**config.mk**
```make
export PLATFORM = sky130hd
export DESIGN_NAME = seg7_scan
export DESIGN_NICKNAME = d
export VERILOG_FILES = /design/src/rtl/seg7_scan.sv
export SDC_FILE = /design/constraint.sdc
export NUM_CORES = 1
export LEC_CHECK = 0
export CORE_UTILIZATION = 33
export DETAILED_ROUTE_END_ITERATION = 10
export HOLD_SLACK_MARGIN = 0.05
export PLACE_DENSITY_LB_ADDON = 0.2
export SLEW_MARGIN = 15
export SYNTH_ARGS = -nofsm -noshare
export SYNTH_HDL_FRONTEND = slang
export SYNTH_SLANG_ARGS = --single-unit
```
**constraint.sdc**
```tcl
create_clock -name clk -period 2.3 [get_ports clk]
set_clock_uncertainty 0.2 [all_clocks]
set_input_delay 0.23 -clock clk [delete_from_list [all_inputs] [get_ports clk]]
set_output_delay 0.23 -clock clk [all_outputs]
set_load 0.05 [all_outputs]
```
**src/rtl/seg7_scan.sv**
```systemverilog
// Four-digit multiplexed seven-segment scan driver for a common-anode display.
// The input word is snapshotted once per frame; every digit is preceded by a dark gap.
module seg7_scan #(
  parameter int DIGIT_CYC = 50000,
  parameter int GAP_CYC   = 500
) (
  input  logic        clk,
  input  logic        clr,
  input  logic [15:0] data,
  input  logic [3:0]  dp_in,
  input  logic        lz_blank,
  output logic [3:0]  an,
  output logic [6:0]  seg,
  output logic        dp,
  output logic        frame_start
);

  localparam int MAXC = (DIGIT_CYC > GAP_CYC) ? DIGIT_CYC : GAP_CYC;
  localparam int CW   = (MAXC > 1) ? $clog2(MAXC) : 1;
  localparam logic [CW-1:0] GAP_LAST   = CW'(GAP_CYC - 1);
  localparam logic [CW-1:0] DIGIT_LAST = CW'(DIGIT_CYC - 1);

  typedef enum logic {GAP = 1'b0, SHOW = 1'b1} state_t;

  state_t        state, state_nxt;
  logic [1:0]    idx, idx_nxt;
  logic [CW-1:0] cnt, cnt_nxt;
  logic [15:0]   snap;
  logic [3:0]    snap_dp;
  logic          snap_lz;
  logic          capture;
  logic [3:0]    blank;

  // Active-low hex glyphs, bit 0 = segment a.
  function automatic logic [6:0] glyph(input logic [3:0] nib);
    logic [6:0] g;
    case (nib)
      4'h0: g = 7'h40;
      4'h1: g = 7'h79;
      4'h2: g = 7'h24;
      4'h3: g = 7'h30;
      4'h4: g = 7'h19;
      4'h5: g = 7'h12;
      4'h6: g = 7'h02;
      4'h7: g = 7'h78;
      4'h8: g = 7'h00;
      4'h9: g = 7'h10;
      4'hA: g = 7'h08;
      4'hB: g = 7'h03;
      4'hC: g = 7'h46;
      4'hD: g = 7'h21;
      4'hE: g = 7'h06;
      default: g = 7'h0E;
    endcase
    return g;
  endfunction

  // A digit is blanked only if it and every digit to its left are zero; digit 0 always shows.
  function automatic logic [3:0] lz_mask(input logic [15:0] s, input logic lz);
    logic [3:0] m;
    m[3] = lz && (s[15:12] == 4'h0);
    m[2] = m[3] && (s[11:8] == 4'h0);
    m[1] = m[2] && (s[7:4] == 4'h0);
    m[0] = 1'b0;
    return m;
  endfunction

  assign capture = (state == GAP) && (idx == 2'd0) && (cnt == '0);

  always_ff @(posedge clk or negedge clr) begin
    if (!clr) begin
      state <= GAP;
      idx   <= 2'd0;
      cnt   <= '0;
    end else begin
      state <= state_nxt;
      idx   <= idx_nxt;
      cnt   <= cnt_nxt;
    end
  end

  always_comb begin
    state_nxt = state;
    idx_nxt   = idx;
    cnt_nxt   = cnt + CW'(1);
    case (state)
      GAP: begin
        if (cnt == GAP_LAST) begin
          state_nxt = SHOW;
          cnt_nxt   = '0;
        end
      end
      SHOW: begin
        if (cnt == DIGIT_LAST) begin
          state_nxt = GAP;
          cnt_nxt   = '0;
          idx_nxt   = idx + 2'd1;
        end
      end
      default: begin
        state_nxt = GAP;
        cnt_nxt   = '0;
      end
    endcase
  end

  // Frame snapshot: inputs are sampled only at the start of the digit-0 gap.
  always_ff @(posedge clk or negedge clr) begin
    if (!clr) begin
      snap        <= 16'h0000;
      snap_dp     <= 4'h0;
      snap_lz     <= 1'b0;
      frame_start <= 1'b0;
    end else begin
      frame_start <= capture;
      if (capture) begin
        snap    <= data;
        snap_dp <= dp_in;
        snap_lz <= lz_blank;
      end
    end
  end

  assign blank = lz_mask(snap, snap_lz);

  always_comb begin
    an  = 4'b1111;
    seg = 7'h7F;
    dp  = 1'b1;
    if (state == SHOW) begin
      an  = ~(4'b0001 << idx);
      seg = blank[idx] ? 7'h7F : glyph(snap[{idx, 2'b00} +: 4]);
      dp  = ~snap_dp[idx];
    end
  end

endmodule

```
# Yosys cells after proc, flatten, opt, wreduce, memory -nomap -nowiden
# Memory sizes are Yosys's and may differ from the RTL's.
# Index checks and enable logic that the tools add are counted.
word_totals:
  ff_bits: 41
  rom_bits: 112
  output_inout_bits: 13
  n_memories: 1
mem_list:
  columns: ["memory", "words", "width", "rd", "rd_clocked_by_memory_dff", "wr", "line", "rtl"]
  rows:
  - ["(name not given)", 16, 7, 1, 0, 0, "37", "case (nib)"]
op_classes:
  add_sub_neg: 2
  n_lt_le_gt_ge: 1
  n_eq_ne: 2
  shifts: 2
  mux: 14
  n_bitwise: 3
  reduce_logical: 11
ops:
  columns: ["op", "count"]
  rows:
  - ["16-bit 2-to-1 mux", 2]
  - ["16-bit case mux with 2 select lines", 1]
  - ["16-bit by 1-bit adder with 16-bit output (second input constant)", 1]
  - ["16-bit == test (second input constant)", 1]
  - ["16-bit by 9-bit == test with 1-bit output (second input constant)", 1]
  - ["16-bit zero test", 1]
  - ["16-bit by 5-bit variable part select with 4-bit output", 1]
  - ["7-bit 2-to-1 mux", 2]
  - ["4-bit zero test", 3]
  - ["1-bit logical AND", 5]
  - ["1-bit 2-to-1 mux", 5]
  - ["1-bit binary-select mux with 2-bit select", 2]
  - ["4-bit 2-to-1 mux", 1]
  - ["4-bit NOT", 1]
  - ["1-bit by 2-bit left shift with 4-bit output (first input constant)", 1]
  - ["2-bit by 3-bit < comparator with 1-bit output (second input constant)", 1]
  - ["2-bit by 1-bit adder with 2-bit output (second input constant)", 1]
  - ["2-bit zero test", 1]
  - ["1-bit NOT", 2]
  - ["1-bit case mux with 2 select lines", 1]
  - ["2-bit AND reduction", 1]

# Depth between registers and ports, before layout
logic_depth:
  depth_word: 8
  depth_mapped: 8

# Least setup slack after synthesis
# Ideal clock, no wire load.
synth_path:
  path_type: "reg2out"
  start: "register idx[0]"
  end: "output port seg[0]"
  arrival_time_ps: 3624
  path_slack_ps: -1754
  stages_incl_launch_ff: 8
  path_buffers: 1
  cell_sequence: "dfrtp_1 -> buf_2 -> mux4_2 -> inv_1 -> ha_1 -> nor2_1 -> a22o_1 -> o311ai_0"
synth_via:
  elab_chain_len: 4
  elab_cells_between_ends: 6
synth_lines:
  columns: ["element", "line", "rtl"]
  rows:
  - ["start: declaration", "26", "logic [1:0] idx, idx_nxt;"]
  - ["start signal: assignment", "77", "idx <= idx_nxt;"]
  - ["16-bit by 5-bit variable part select with 4-bit output or 1-bit binary-select mux with 2-bit select (tied branches)", "132", "seg = blank[idx] ? 7'h7F : glyph(snap[{idx, 2'b00} +: 4]);"]
  - ["memory read 16 x 7 bit or 1-bit 2-to-1 mux (tied branches)", null, null]
  - ["7-bit 2-to-1 mux (*)", "132", null]
  - ["7-bit 2-to-1 mux (*)", "130", "if (state == SHOW) begin"]
  - ["end: declaration", "13", "output logic [6:0] seg,"]
# Every way passes the cells marked *; elsewhere a longest branch is shown, timed or not. The select of a mux whose other input is x is not followed.

# Worst setup path after layout
# Same ends and word-level chain as after synthesis.

==> flow_summary.toml <==
[status]
status = "finished with violations"
violations = "setup timing"

[power_and_ir_drop]
power.switching_mw = 0.324
clockPowerShare_pct = 33.9
power_frac_seq_pct = 53.5
power_frac_comb_pct = 12.6
p_sw_share_pct = 23.0
peakVddDrop_mv = 0.173
power.total_mw = 1.41
leakage_nw = 1.52
p_int_mw = 1.08
power_density_nw_per_um2 = 390

[synth]
synth_seq_area_share_pct = 43.0
postSynthAreaPerCell_sq_um = 11.1
ys_ff_latch = 41
yosysUniqueCellTypes = 40
syn_nets = 250
yosysWarnings = 0
synth_cells = 215
synthesis.area_sq_um = 2380

[critical_path]
cp-start-kind = "flop"
r2r_slack_ns = -0.31
required_ns = 1.87
critPathKind = "reg -> out"
worstPathMaxFanout = 5
r2r_start = "idx[0]$_DFFE_PN0P_"
arrival_ns = 2.26
cp-end-kind = "output pin"
setup.worst_path.start = "idx[0]$_DFFE_PN0P_"
r2r_end = "snap[13]$_DFFE_PN0P_"
worstRegToRegCells = 10

[detailed_routing]
ant_nets = 0
wire_per_inst_um = 14.5
drc = 0
vias = 1897
drt_iter0_drc = 49
firstDrtPassIters = 4
drt-total-wl_um = 5700
viasPerCell = 4.84

[sta]
rsz0062_at_grt = "true"
min_period_ns = 2.69
fin_ws_ns = -0.391
worst_pin_slew_ns = 0.556
period_share_pct = 117
hold_viol = 0
whs_ns = 0.254
slew_violations = 0
fmax_mhz = 372
finalSetupViolCount = 28
slew_headroom_pct = 62.9

[die]
core_area_sq_um = 6870
die_area_sq_um = 7570
ios = 36
row_count = 30
chipWidth_um = 87.0
die_h_um = 87.0
start_util_pct = 34.7

[global_routing]
grt_pass1_wl_um = 9550
antenna_found_initial = 0
grt_pass1_vias = 1940
grt_overflow = 0
grt_max_degree = 25
grt.total_usage_pct = 16.6

[cells_and_area]
fin_util_pct = 52.5
multiInputGateArea_sq_um = 1440
layout_common_cells = "dfrtp_1, buf_4, clkdlybuf4s50_1"
num_antenna_cells = 0
layout.nets = 331
synthToLayoutAreaGrowth_pct = 51.2
drive_gt1_share_pct = 41.2
seq_area_sq_um = 1030
fillers = 624
stdcell_count = 392
final_area_sq_um = 3600

[place]
gp_congestion = 0.815
hpwl_um = 4120
place_area_sq_um = 3240
placed_cells = 373
port_buffers = 35

[clock_network]
clock_path_buffers = 2
cts.sinks = 41
root_buffer = "clkbuf_8"
h-tree-depth = 2
cts_made_buffers = 5
worst_skew_pair.late_latency_ns = 0.29
clk_pin_slew_ns = 0.08
cts_tree = "built"

[flow_run]
cap_violations = 0

[worst_hold_path]
hp-class = "in -> async"
cell families after synthesis:
group / after synthesis / share of synthesized area, %
simple gates: 74 / 17.1
flops: 41 / 43.0
mux: 35 / 18.7
buf+inv: 19 / 3.83
compound gates: 18 / 5.14
xor+xnor: 16 / 5.88
fa+ha+maj: 12 / 6.30
critical path, cell delays in order, from the launching register on:
cell	delay, ns
dfrtp_2	0.41
mux4_2	0.59
inv_4	0.11
ha_4	0.17
nor2_2	0.04
a22o_1	0.23
o311ai_4	0.26
buf_12	0.18
synth_stat cells:
cell | n | area [sq um]
o22a_1 | 1 | 8.76
and3_1 | 2 | 12.5
nand4_1 | 5 | 31.3
o311ai_0 | 1 | 8.76
nor2b_1 | 1 | 6.26
nor4_1 | 4 | 25.0
nor4_4 | 1 | 21.3
o21ai_0 | 3 | 15.0
or4_4 | 1 | 11.3
a22o_1 | 1 | 8.76
and4_1 | 2 | 17.5
o211ai_1 | 2 | 15.0
a2bb2oi_1 | 1 | 8.76
mux2_1 | 1 | 11.3
inv_1 | 9 | 33.8
nor2_1 | 15 | 56.3
nor3_1 | 5 | 25.0
o2111ai_1 | 2 | 17.5
nand4b_1 | 1 | 8.76
or4bb_1 | 1 | 11.3
a22oi_1 | 1 | 7.51
nand3_1 | 14 | 70.1
buf_6 | 2 | 22.5
a21oi_1 | 5 | 25.0
and2_1 | 1 | 6.26
xor2_1 | 12 | 105
ha_1 | 12 | 150
o31ai_1 | 1 | 7.51
buf_2 | 4 | 20.0
mux2i_1 | 3 | 30.0
xnor2_1 | 4 | 35.0
nor3b_1 | 1 | 7.51
mux2_2 | 26 | 293
dfrtp_1 | 41 | 1030
mux4_2 | 5 | 113
or4_1 | 3 | 22.5
nand2_1 | 14 | 52.6
or3_1 | 2 | 12.5
clkbuf_1 | 4 | 15.0
nor4b_1 | 1 | 8.76
area by class of cell:
type	instances	share of cell area [%]
Tap cell	96	3.33
Inverter	9	1.08
Clock buffer	7	2.40
Multi-Input combinational cell	155	40.0
Timing Repair Buffer	84	24.7
Sequential cell	41	28.5
metrics by stage:
stage	TNS, ns	worst slack, ns
4_1_cts	-9.22	-0.426
3_5_place_dp	-4.65	-0.211
3_3_place_gp	-3.55	-0.170
2_1_floorplan	-3.74	-0.262
5_1_grt	-9.22	-0.474
6_report	-6.99	-0.391
worst max path at each step:
stage	end
after floorplan	seg[0]
final	seg[0]
after global placement	seg[6]
after global routing	seg[0]
after detailed placement	seg[6]
after CTS	seg[5]
flip-flops by register name, summed over array words and instances (netlist names):
register and cells:
idx 2, snap_dp 4, frame_start 1, cnt 16, snap_lz 1, state 1, snap 16
routing by layer:
layer | vias to the layer above | track usage [%] | part of all wire [%]
met5 | - | 0 | 0
met4 | 0 | 4.09 | 1.0
met3 | 7 | 2.56 | 2.1
met2 | 20 | 30.9 | 54
met1 | 929 | 20.0 | 43
li1 | 941 | - | -
power by group through the flow:
stage | combinational [mW] | clock (mW) | sequential (mW)
floorplan | 0.0709 | 0 | 0.762
global placement | 0.157 | 0 | 0.767
detailed placement | 0.160 | 0 | 0.767
CTS | 0.173 | 0.499 | 0.752
global route | 0.192 | 0.527 | 0.755
finish | 0.177 | 0.477 | 0.753
repair_timing:
| action | in CTS | in global routing |
|---|---|---|
| endpoints found under the hold margin | 22 | 0 |
| setup endpoints to repair | 28 | 29 |
| gates cloned | 2 | 1 |
| resized for setup | 24 | 15 |
| hold buffers | 1 | 0 |
| pin swaps | 4 | 4 |
| buffers inserted | 8 | 1 |
(Power assumes the default switching activity.)
